[config.mk]
export PLATFORM = sky130hd
export DESIGN_NAME = slice_regfile_flat
export DESIGN_NICKNAME = d
export VERILOG_FILES = /design/src/rtl/slice_regfile_pkg.sv /design/src/rtl/slice_regfile_if.sv /design/src/rtl/slice_regfile_map.sv /design/src/rtl/slice_regfile.sv /design/src/flat_wrapper.sv
export SDC_FILE = /design/constraint.sdc
export NUM_CORES = 1
export LEC_CHECK = 0
export ABC_AREA = 1
export CORE_ASPECT_RATIO = 0.5
export CORE_MARGIN = 10
export CORE_UTILIZATION = 30
export DETAILED_ROUTE_END_ITERATION = 7
export GPL_TIMING_DRIVEN = 0
export HOLD_SLACK_MARGIN = 0.12
export PLACE_DENSITY = 0.58
export SETUP_SLACK_MARGIN = 0.15
export SYNTH_ARGS = -nofsm -noshare
export SYNTH_HDL_FRONTEND = slang
export SYNTH_HIERARCHICAL = 1
export SYNTH_SLANG_ARGS = --single-unit
[constraint.sdc]
create_clock -name clk -period 1.9 [get_ports clk]
set_clock_uncertainty 0.1 [all_clocks]
set_input_delay 0.38 -clock clk [delete_from_list [all_inputs] [get_ports clk]]
set_output_delay 0.38 -clock clk [all_outputs]
set_load 0.01 [all_outputs]
[src/rtl/slice_regfile_pkg.sv]
// Shared constants and index arithmetic for the slice register file.
// Element bounds may be negative or reversed; all math is done in signed int.
package slice_pkg;

    localparam int DEF_MSB = 4;
    localparam int DEF_LSB = 0;

    function automatic int range_lo(input int msb, input int lsb);
        return (msb < lsb) ? msb : lsb;
    endfunction

    function automatic int range_hi(input int msb, input int lsb);
        return (msb < lsb) ? lsb : msb;
    endfunction

    localparam int LO    = range_lo(DEF_MSB, DEF_LSB);
    localparam int HI    = range_hi(DEF_MSB, DEF_LSB);
    localparam int NELEM = HI - LO + 1;

    // Array index touched by slice element j; j=0 is the least significant element.
    function automatic int slice_idx(input int sel, input int j, input int msb,
                                     input int lsb, input int slice, input int down);
        if (msb >= lsb)
            return (down != 0) ? sel - slice + 1 + j : sel + j;
        else
            return (down != 0) ? sel - j : sel + slice - 1 - j;
    endfunction

    function automatic logic idx_in_range(input int idx, input int msb, input int lsb);
        return (idx >= range_lo(msb, lsb)) && (idx <= range_hi(msb, lsb));
    endfunction

endpackage

[src/rtl/slice_regfile_if.sv]
// Request/response bundle of the slice register file: write port, read port, cursor.
interface slice_regfile_if #(
    parameter int SEL_W  = 3,
    parameter int SLICE  = 2,
    parameter int ELEM_W = 2
);
    logic                      wr_en;
    logic                      wr_use_cur;
    logic [SEL_W-1:0]          wr_sel;
    logic [SLICE*ELEM_W-1:0]   wr_data;
    logic [SLICE-1:0]          wr_mask;
    logic                      wr_oob;
    logic                      rd_en;
    logic                      rd_use_cur;
    logic [SEL_W-1:0]          rd_sel;
    logic [SLICE*ELEM_W-1:0]   rd_data;
    logic                      rd_valid;
    logic                      rd_oob;
    logic                      cur_load;
    logic [SEL_W-1:0]          cur_val;
    logic                      cur_adv;
    logic [SEL_W-1:0]          cur;

    modport master (
        output wr_en, wr_use_cur, wr_sel, wr_data, wr_mask,
        output rd_en, rd_use_cur, rd_sel,
        output cur_load, cur_val, cur_adv,
        input  wr_oob, rd_data, rd_valid, rd_oob, cur
    );

    modport slave (
        input  wr_en, wr_use_cur, wr_sel, wr_data, wr_mask,
        input  rd_en, rd_use_cur, rd_sel,
        input  cur_load, cur_val, cur_adv,
        output wr_oob, rd_data, rd_valid, rd_oob, cur
    );
endinterface

[src/rtl/slice_regfile_map.sv]
// Combinational select decoder: per slice element, the storage offset (index - LO)
// and whether that element lands inside [LO:HI]. Out-of-range offsets are forced to 0.
module slice_map
    import slice_pkg::*;
#(
    parameter int MSB   = 4,
    parameter int LSB   = 0,
    parameter int SLICE = 2,
    parameter int SEL_W = 3,
    parameter int DOWN  = 0,
    parameter int OFF_W = 3
) (
    input  logic [SEL_W-1:0]            i_sel,
    output logic [SLICE-1:0][OFF_W-1:0] o_off,
    output logic [SLICE-1:0]            o_in_range
);

    localparam int LO_IDX = range_lo(MSB, LSB);

    int w_sel;

    // Zero-extend before going signed so large selects never wrap to negative indices.
    assign w_sel = int'({1'b0, i_sel});

    always_comb begin
        // NOTE: every output gets a default before the loop so no path leaves a latch.
        o_off      = '0;
        o_in_range = '0;
        for (int j = 0; j < SLICE; j++) begin
            o_in_range[j] = idx_in_range(slice_idx(w_sel, j, MSB, LSB, SLICE, DOWN), MSB, LSB);
            if (o_in_range[j])
                o_off[j] = OFF_W'(slice_idx(w_sel, j, MSB, LSB, SLICE, DOWN) - LO_IDX);
        end
    end

endmodule

[src/rtl/slice_regfile.sv]
// Clocked element-array register file with one masked slice write port, one
// registered slice read port (read-before-write) and an auto-advancing cursor.
module slice_regfile
    import slice_pkg::*;
#(
    parameter int MSB    = 4,
    parameter int LSB    = 0,
    parameter int ELEM_W = 2,
    parameter int SLICE  = 2,
    parameter int SEL_W  = 3,
    parameter int DOWN   = 0
) (
    input logic           clk,
    input logic           rst,
    slice_regfile_if.slave bus
);

    localparam int LO_IDX  = range_lo(MSB, LSB);
    localparam int HI_IDX  = range_hi(MSB, LSB);
    localparam int N_ELEM  = HI_IDX - LO_IDX + 1;
    localparam int OFF_W   = (N_ELEM > 1) ? $clog2(N_ELEM) : 1;
    localparam logic [SEL_W-1:0] CUR_STEP = SEL_W'(SLICE);

    logic [N_ELEM-1:0][ELEM_W-1:0] r_mem;
    logic [SEL_W-1:0]              r_cur;
    logic [SLICE*ELEM_W-1:0]       r_rd_data;
    logic                          r_rd_valid;
    logic                          r_rd_oob;
    logic                          r_wr_oob;

    logic [SEL_W-1:0]              w_wr_sel;
    logic [SEL_W-1:0]              w_rd_sel;
    logic [SLICE-1:0][OFF_W-1:0]   w_wr_off;
    logic [SLICE-1:0][OFF_W-1:0]   w_rd_off;
    logic [SLICE-1:0]              w_wr_in;
    logic [SLICE-1:0]              w_rd_in;
    logic [SLICE*ELEM_W-1:0]       w_rd_slice;
    logic                          w_wr_any_oob;

    // Cursor-relative accesses see the cursor before this cycle's load/advance.
    assign w_wr_sel = bus.wr_use_cur ? r_cur : bus.wr_sel;
    assign w_rd_sel = bus.rd_use_cur ? r_cur : bus.rd_sel;

    slice_map #(
        .MSB(MSB), .LSB(LSB), .SLICE(SLICE), .SEL_W(SEL_W), .DOWN(DOWN), .OFF_W(OFF_W)
    ) u_wr_map (
        .i_sel      (w_wr_sel),
        .o_off      (w_wr_off),
        .o_in_range (w_wr_in)
    );

    slice_map #(
        .MSB(MSB), .LSB(LSB), .SLICE(SLICE), .SEL_W(SEL_W), .DOWN(DOWN), .OFF_W(OFF_W)
    ) u_rd_map (
        .i_sel      (w_rd_sel),
        .o_off      (w_rd_off),
        .o_in_range (w_rd_in)
    );

    always_comb begin
        w_rd_slice = '0;
        for (int j = 0; j < SLICE; j++) begin
            if (w_rd_in[j])
                w_rd_slice[j*ELEM_W +: ELEM_W] = r_mem[w_rd_off[j]];
        end
    end

    assign w_wr_any_oob = |(bus.wr_mask & ~w_wr_in);

    // NOTE: storage is a small flop array that must read back 0 after reset,
    // so it is cleared on rst like any other register rather than left to a RAM macro.
    always_ff @(posedge clk or posedge rst) begin
        if (rst) begin
            r_mem <= '0;
        end else if (bus.wr_en) begin
            for (int j = 0; j < SLICE; j++) begin
                if (bus.wr_mask[j] && w_wr_in[j])
                    r_mem[w_wr_off[j]] <= bus.wr_data[j*ELEM_W +: ELEM_W];
            end
        end
    end

    // Read path samples r_mem before the same-edge write lands: read-before-write.
    always_ff @(posedge clk or posedge rst) begin
        if (rst) begin
            r_rd_data  <= '0;
            r_rd_valid <= 1'b0;
            r_rd_oob   <= 1'b0;
            r_wr_oob   <= 1'b0;
        end else begin
            r_rd_valid <= bus.rd_en;
            r_rd_oob   <= bus.rd_en & ~(&w_rd_in);
            r_wr_oob   <= bus.wr_en & w_wr_any_oob;
            if (bus.rd_en)
                r_rd_data <= w_rd_slice;
        end
    end

    always_ff @(posedge clk or posedge rst) begin
        if (rst)
            r_cur <= '0;
        else if (bus.cur_load)
            r_cur <= bus.cur_val;
        else if (bus.cur_adv)
            r_cur <= (DOWN != 0) ? r_cur - CUR_STEP : r_cur + CUR_STEP;
    end

    assign bus.rd_data  = r_rd_data;
    assign bus.rd_valid = r_rd_valid;
    assign bus.rd_oob   = r_rd_oob;
    assign bus.wr_oob   = r_wr_oob;
    assign bus.cur      = r_cur;

endmodule

[src/flat_wrapper.sv]
// flat-port wrapper written by rule: the top's interface ports become plain ports
module slice_regfile_flat import slice_pkg::*;
#(
    parameter int MSB    = 4,
    parameter int LSB    = 0,
    parameter int ELEM_W = 2,
    parameter int SLICE  = 2,
    parameter int SEL_W  = 3,
    parameter int DOWN   = 0
)
  (clk, rst, bus_wr_en, bus_wr_use_cur, bus_wr_sel, bus_wr_data, bus_wr_mask, bus_rd_en, bus_rd_use_cur, bus_rd_sel, bus_cur_load, bus_cur_val, bus_cur_adv, bus_wr_oob, bus_rd_data, bus_rd_valid, bus_rd_oob, bus_cur);
  slice_regfile_if #(.SEL_W(SEL_W), .SLICE(SLICE), .ELEM_W(ELEM_W)) bus_i ();
  input logic clk;
  input logic rst;
  input wire logic [$bits(bus_i.wr_en)-1:0] bus_wr_en;
  input wire logic [$bits(bus_i.wr_use_cur)-1:0] bus_wr_use_cur;
  input wire logic [$bits(bus_i.wr_sel)-1:0] bus_wr_sel;
  input wire logic [$bits(bus_i.wr_data)-1:0] bus_wr_data;
  input wire logic [$bits(bus_i.wr_mask)-1:0] bus_wr_mask;
  input wire logic [$bits(bus_i.rd_en)-1:0] bus_rd_en;
  input wire logic [$bits(bus_i.rd_use_cur)-1:0] bus_rd_use_cur;
  input wire logic [$bits(bus_i.rd_sel)-1:0] bus_rd_sel;
  input wire logic [$bits(bus_i.cur_load)-1:0] bus_cur_load;
  input wire logic [$bits(bus_i.cur_val)-1:0] bus_cur_val;
  input wire logic [$bits(bus_i.cur_adv)-1:0] bus_cur_adv;
  output wire logic [$bits(bus_i.wr_oob)-1:0] bus_wr_oob;
  output wire logic [$bits(bus_i.rd_data)-1:0] bus_rd_data;
  output wire logic [$bits(bus_i.rd_valid)-1:0] bus_rd_valid;
  output wire logic [$bits(bus_i.rd_oob)-1:0] bus_rd_oob;
  output wire logic [$bits(bus_i.cur)-1:0] bus_cur;
  assign bus_i.wr_en = bus_wr_en;
  assign bus_i.wr_use_cur = bus_wr_use_cur;
  assign bus_i.wr_sel = bus_wr_sel;
  assign bus_i.wr_data = bus_wr_data;
  assign bus_i.wr_mask = bus_wr_mask;
  assign bus_i.rd_en = bus_rd_en;
  assign bus_i.rd_use_cur = bus_rd_use_cur;
  assign bus_i.rd_sel = bus_rd_sel;
  assign bus_i.cur_load = bus_cur_load;
  assign bus_i.cur_val = bus_cur_val;
  assign bus_i.cur_adv = bus_cur_adv;
  assign bus_wr_oob = bus_i.wr_oob;
  assign bus_rd_data = bus_i.rd_data;
  assign bus_rd_valid = bus_i.rd_valid;
  assign bus_rd_oob = bus_i.rd_oob;
  assign bus_cur = bus_i.cur;
  slice_regfile #(.MSB(MSB), .LSB(LSB), .ELEM_W(ELEM_W), .SLICE(SLICE), .SEL_W(SEL_W), .DOWN(DOWN)) u_core (.clk(clk), .rst(rst), .bus(bus_i));
endmodule
==> impl_metrics.ini <==
[grt]
grt_pass1_vias = 1797
grt-ovfl-total = 0
grt_first_pass_wirelength_um = 8220
grtUsageMet1_pct = 12.9
track_usage_pct = 10.6
busiest_layer = met2
grt_use_met3_pct = 2.90
gr-usage-met2_pct = 17.9
grt_start_max_net_pins = 21
antenna_found_initial = 0

[logic_synthesis]
avgSynthCellArea_um2 = 6.19
yosys_warnings = 6
ys_seq_elements = 20
synthCells = 271
synth_cell_types = 19
synthesis.nets = 298
synth_area_mm2 = 0.00168
seq_area_frac_synth_pct = 29.9

[route]
wl_um = 5070
vias_per_cell = 4.56
drtPass1Iterations = 4
avgRoutedWirePerCell_um = 12.6
drcViolationCount = 0
drtAntennaViolNets = 0
drt_iter0_drc = 105
vias = 1844

[finish]
mostFrequentLayoutCell = nand2_1
n_fill_cell = 548
layout-drive-gt1-share_pct = 37.2
area.growth.synth_to_final_pct = 56.5
nets = 360
utilization_pct = 48.2
antenna_cells = 0
layout_common_cells = nand2_1 (89), nand3_1 (31), inv_2 (27)
multiInputGateArea_mm2 = 0.00126
final-seq-area_um2 = 500

[cts]
insertion_delay_ns = 0.25
cts.clk_slew.worst_paths_ns = 0.07
clkSinkCount = 20
tritoncts = built
root_buffer = clkbuf_8
cts-buffers-inserted = 3
cts_buffer_depth = 2
htreeDepth = 1
hold_buffers = 0

[timing]
finalSetupViolCount = 10
worstMarginPinSlew_ns = 0.781
slew_violations = 0
min_period_over_period_pct = 102
fmax_mhz = 514
hold_ws_ns = 0.379
finalCriticalPeriod_ns = 1.95
rsz0062_at_grt = yes
setup_ws_ns = -0.0465
hold_viol_final = 0
slew_headroom_pct = 47.9

[run_status]
status = complete, but fails checks
violations = setup timing

[die]
die-area_mm2 = 0.00916
ios = 33
initial_utilization_pct = 30.8
die_w_um = 126
rows = 19
coreArea_mm2 = 0.00544
dieHeight_um = 72.9

[setup_path]
ff2ff_setup_slack_ns = -0.05
startpoint_type = flop
crit_fanout = 5
ff2ff_path_depth = 11
cp.required_ns = 1.95
worstReg2RegStart = u_core/bus.cur[0]
reg2reg_to = u_core/r_mem[8]
criticalPathCategory = flop to flop
critPathCaptureType = flop
crit_arrival_ns = 1.99

[place]
io_buffers = 32
pre_cts_ws_ns = -0.647
place_congestion = 0.782
dp_hpwl_um = 3680

[hold_path]
min_path_cells = 2
whs_endpoint = u_core/bus.rd_data[1]
min-delay-start = u_core/bus.rd_data[1]
hp-class = flop to flop

[power]
p_leak_uw = 0.00130
max-vdd-ir-drop_mv = 0.334
power_uw = 1780
power_density_mw_per_mm2 = 679

[flow_run]
max_cap_viol_count = 0
-- worst max path at each step --
| stage | from | cells past startpoint | endpoint |
|---|---|---|---|
| after global placement | bus_wr_use_cur | 11 | u_core/r_mem[1] |
| after detailed placement | bus_wr_use_cur | 13 | u_core/r_mem[1] |
| after floorplan | u_core/bus.cur[0] | 12 | u_core/r_mem[6] |
| after global routing | u_core/bus.cur[1] | 13 | u_core/r_mem[5] |
| final | u_core/bus.cur[0] | 11 | u_core/r_mem[8] |
| after CTS | u_core/bus.cur[0] | 12 | u_core/r_mem[2] |
-- critical path, cell delays in order, from the launching register on --
cell	delay [ns]
dfrtp_1	0.43
mux2_4	0.32
ha_4	0.18
nand2_4	0.09
a21oi_4	0.08
buf_4	0.14
nor2_4	0.18
nand3_1	0.09
nand2_1	0.08
inv_2	0.03
nand2_1	0.06
nand2_1	0.05
-- kinds of logic (layout without fill, tap and decap cells) --
family | count (synthesis) | in the layout | synth area share, %
DFF | 20 | 20 | 29.9
muxes | 2 | 2 | 1.34
and+or+nand+nor | 178 | 180 | 48.1
buffers and inverters | 52 | 110 | 13.1
AOI/OAI and AO/OA | 15 | 15 | 4.63
adders and majority gates | 4 | 4 | 2.99
-- cell type report --
type / count / area share [%]
inverters: 48 / 7.15
multi-input cells: 201 / 48.2
well taps: 73 / 3.48
repair buffers: 55 / 19.0
flip-flops and latches: 20 / 19.1
plain buffers: 4 / 1.48
clock buffers: 3 / 1.57
-- power breakdown --
group,leakage (uW),switching [uW],internal [uW]
clock,0.0000216,127,141
sequential,0.000256,107,516
combinational,0.00103,489,400
total,0.00130,723,1060
-- repair_timing --
item,CTS,global route
pin swaps,39,13
setup endpoints to repair,16,16
resized for setup,46,19
endpoints found under the hold margin,0,0
setup buffers,18,5
cloned,2,0
-- through the flow --
step / std cells / TNS (ns) / area (um^2)
floorplan: 271 / 0 / 1780
global placement: 376 / -8.41 / 2190
detailed placement: 376 / -9.20 / 2190
CTS: 399 / -0.211 / 2520
global route: 404 / -1.77 / 2620
finish: 404 / -0.291 / 2620
-- layer usage --
layer | vias up | wire length [um]
li1 | 967 | -
met1 | 834 | 2320
met2 | 39 | 2430
met3 | 4 | 268
met4 | 0 | 51
met5 | - | 0
-- state kept, by name, indices dropped and copies added, names as in the netlist --
| name | count |
|---|---|
| u_core/r_mem | 10 |
| u_core/bus.wr_oob | 1 |
| u_core/bus.rd_oob | 1 |
| u_core/bus.rd_data | 4 |
| u_core/bus.cur | 3 |
| u_core/bus.rd_valid | 1 |
-- synth_stat cells --
| library cell | n | area (um^2) |
|---|---|---|
| nand3_1 | 42 | 210 |
| ha_1 | 4 | 50.1 |
| nand2_1 | 103 | 387 |
| inv_2 | 19 | 71.3 |
| nand4_1 | 4 | 25.0 |
| o21ai_1 | 1 | 5.00 |
| inv_1 | 29 | 109 |
| nor2_4 | 6 | 67.6 |
| nor2_2 | 4 | 25.0 |
| o22ai_1 | 2 | 12.5 |
| nand2_2 | 7 | 43.8 |
| nor2_1 | 10 | 37.5 |
| nor4_1 | 1 | 6.26 |
| a21oi_1 | 12 | 60.1 |
| dfrtp_1 | 20 | 500 |
| buf_2 | 1 | 5.00 |
| buf_6 | 3 | 33.8 |
| nor3_1 | 1 | 5.00 |
| mux2_1 | 2 | 22.5 |
Note: power is estimated with default switching activity, not from simulation.
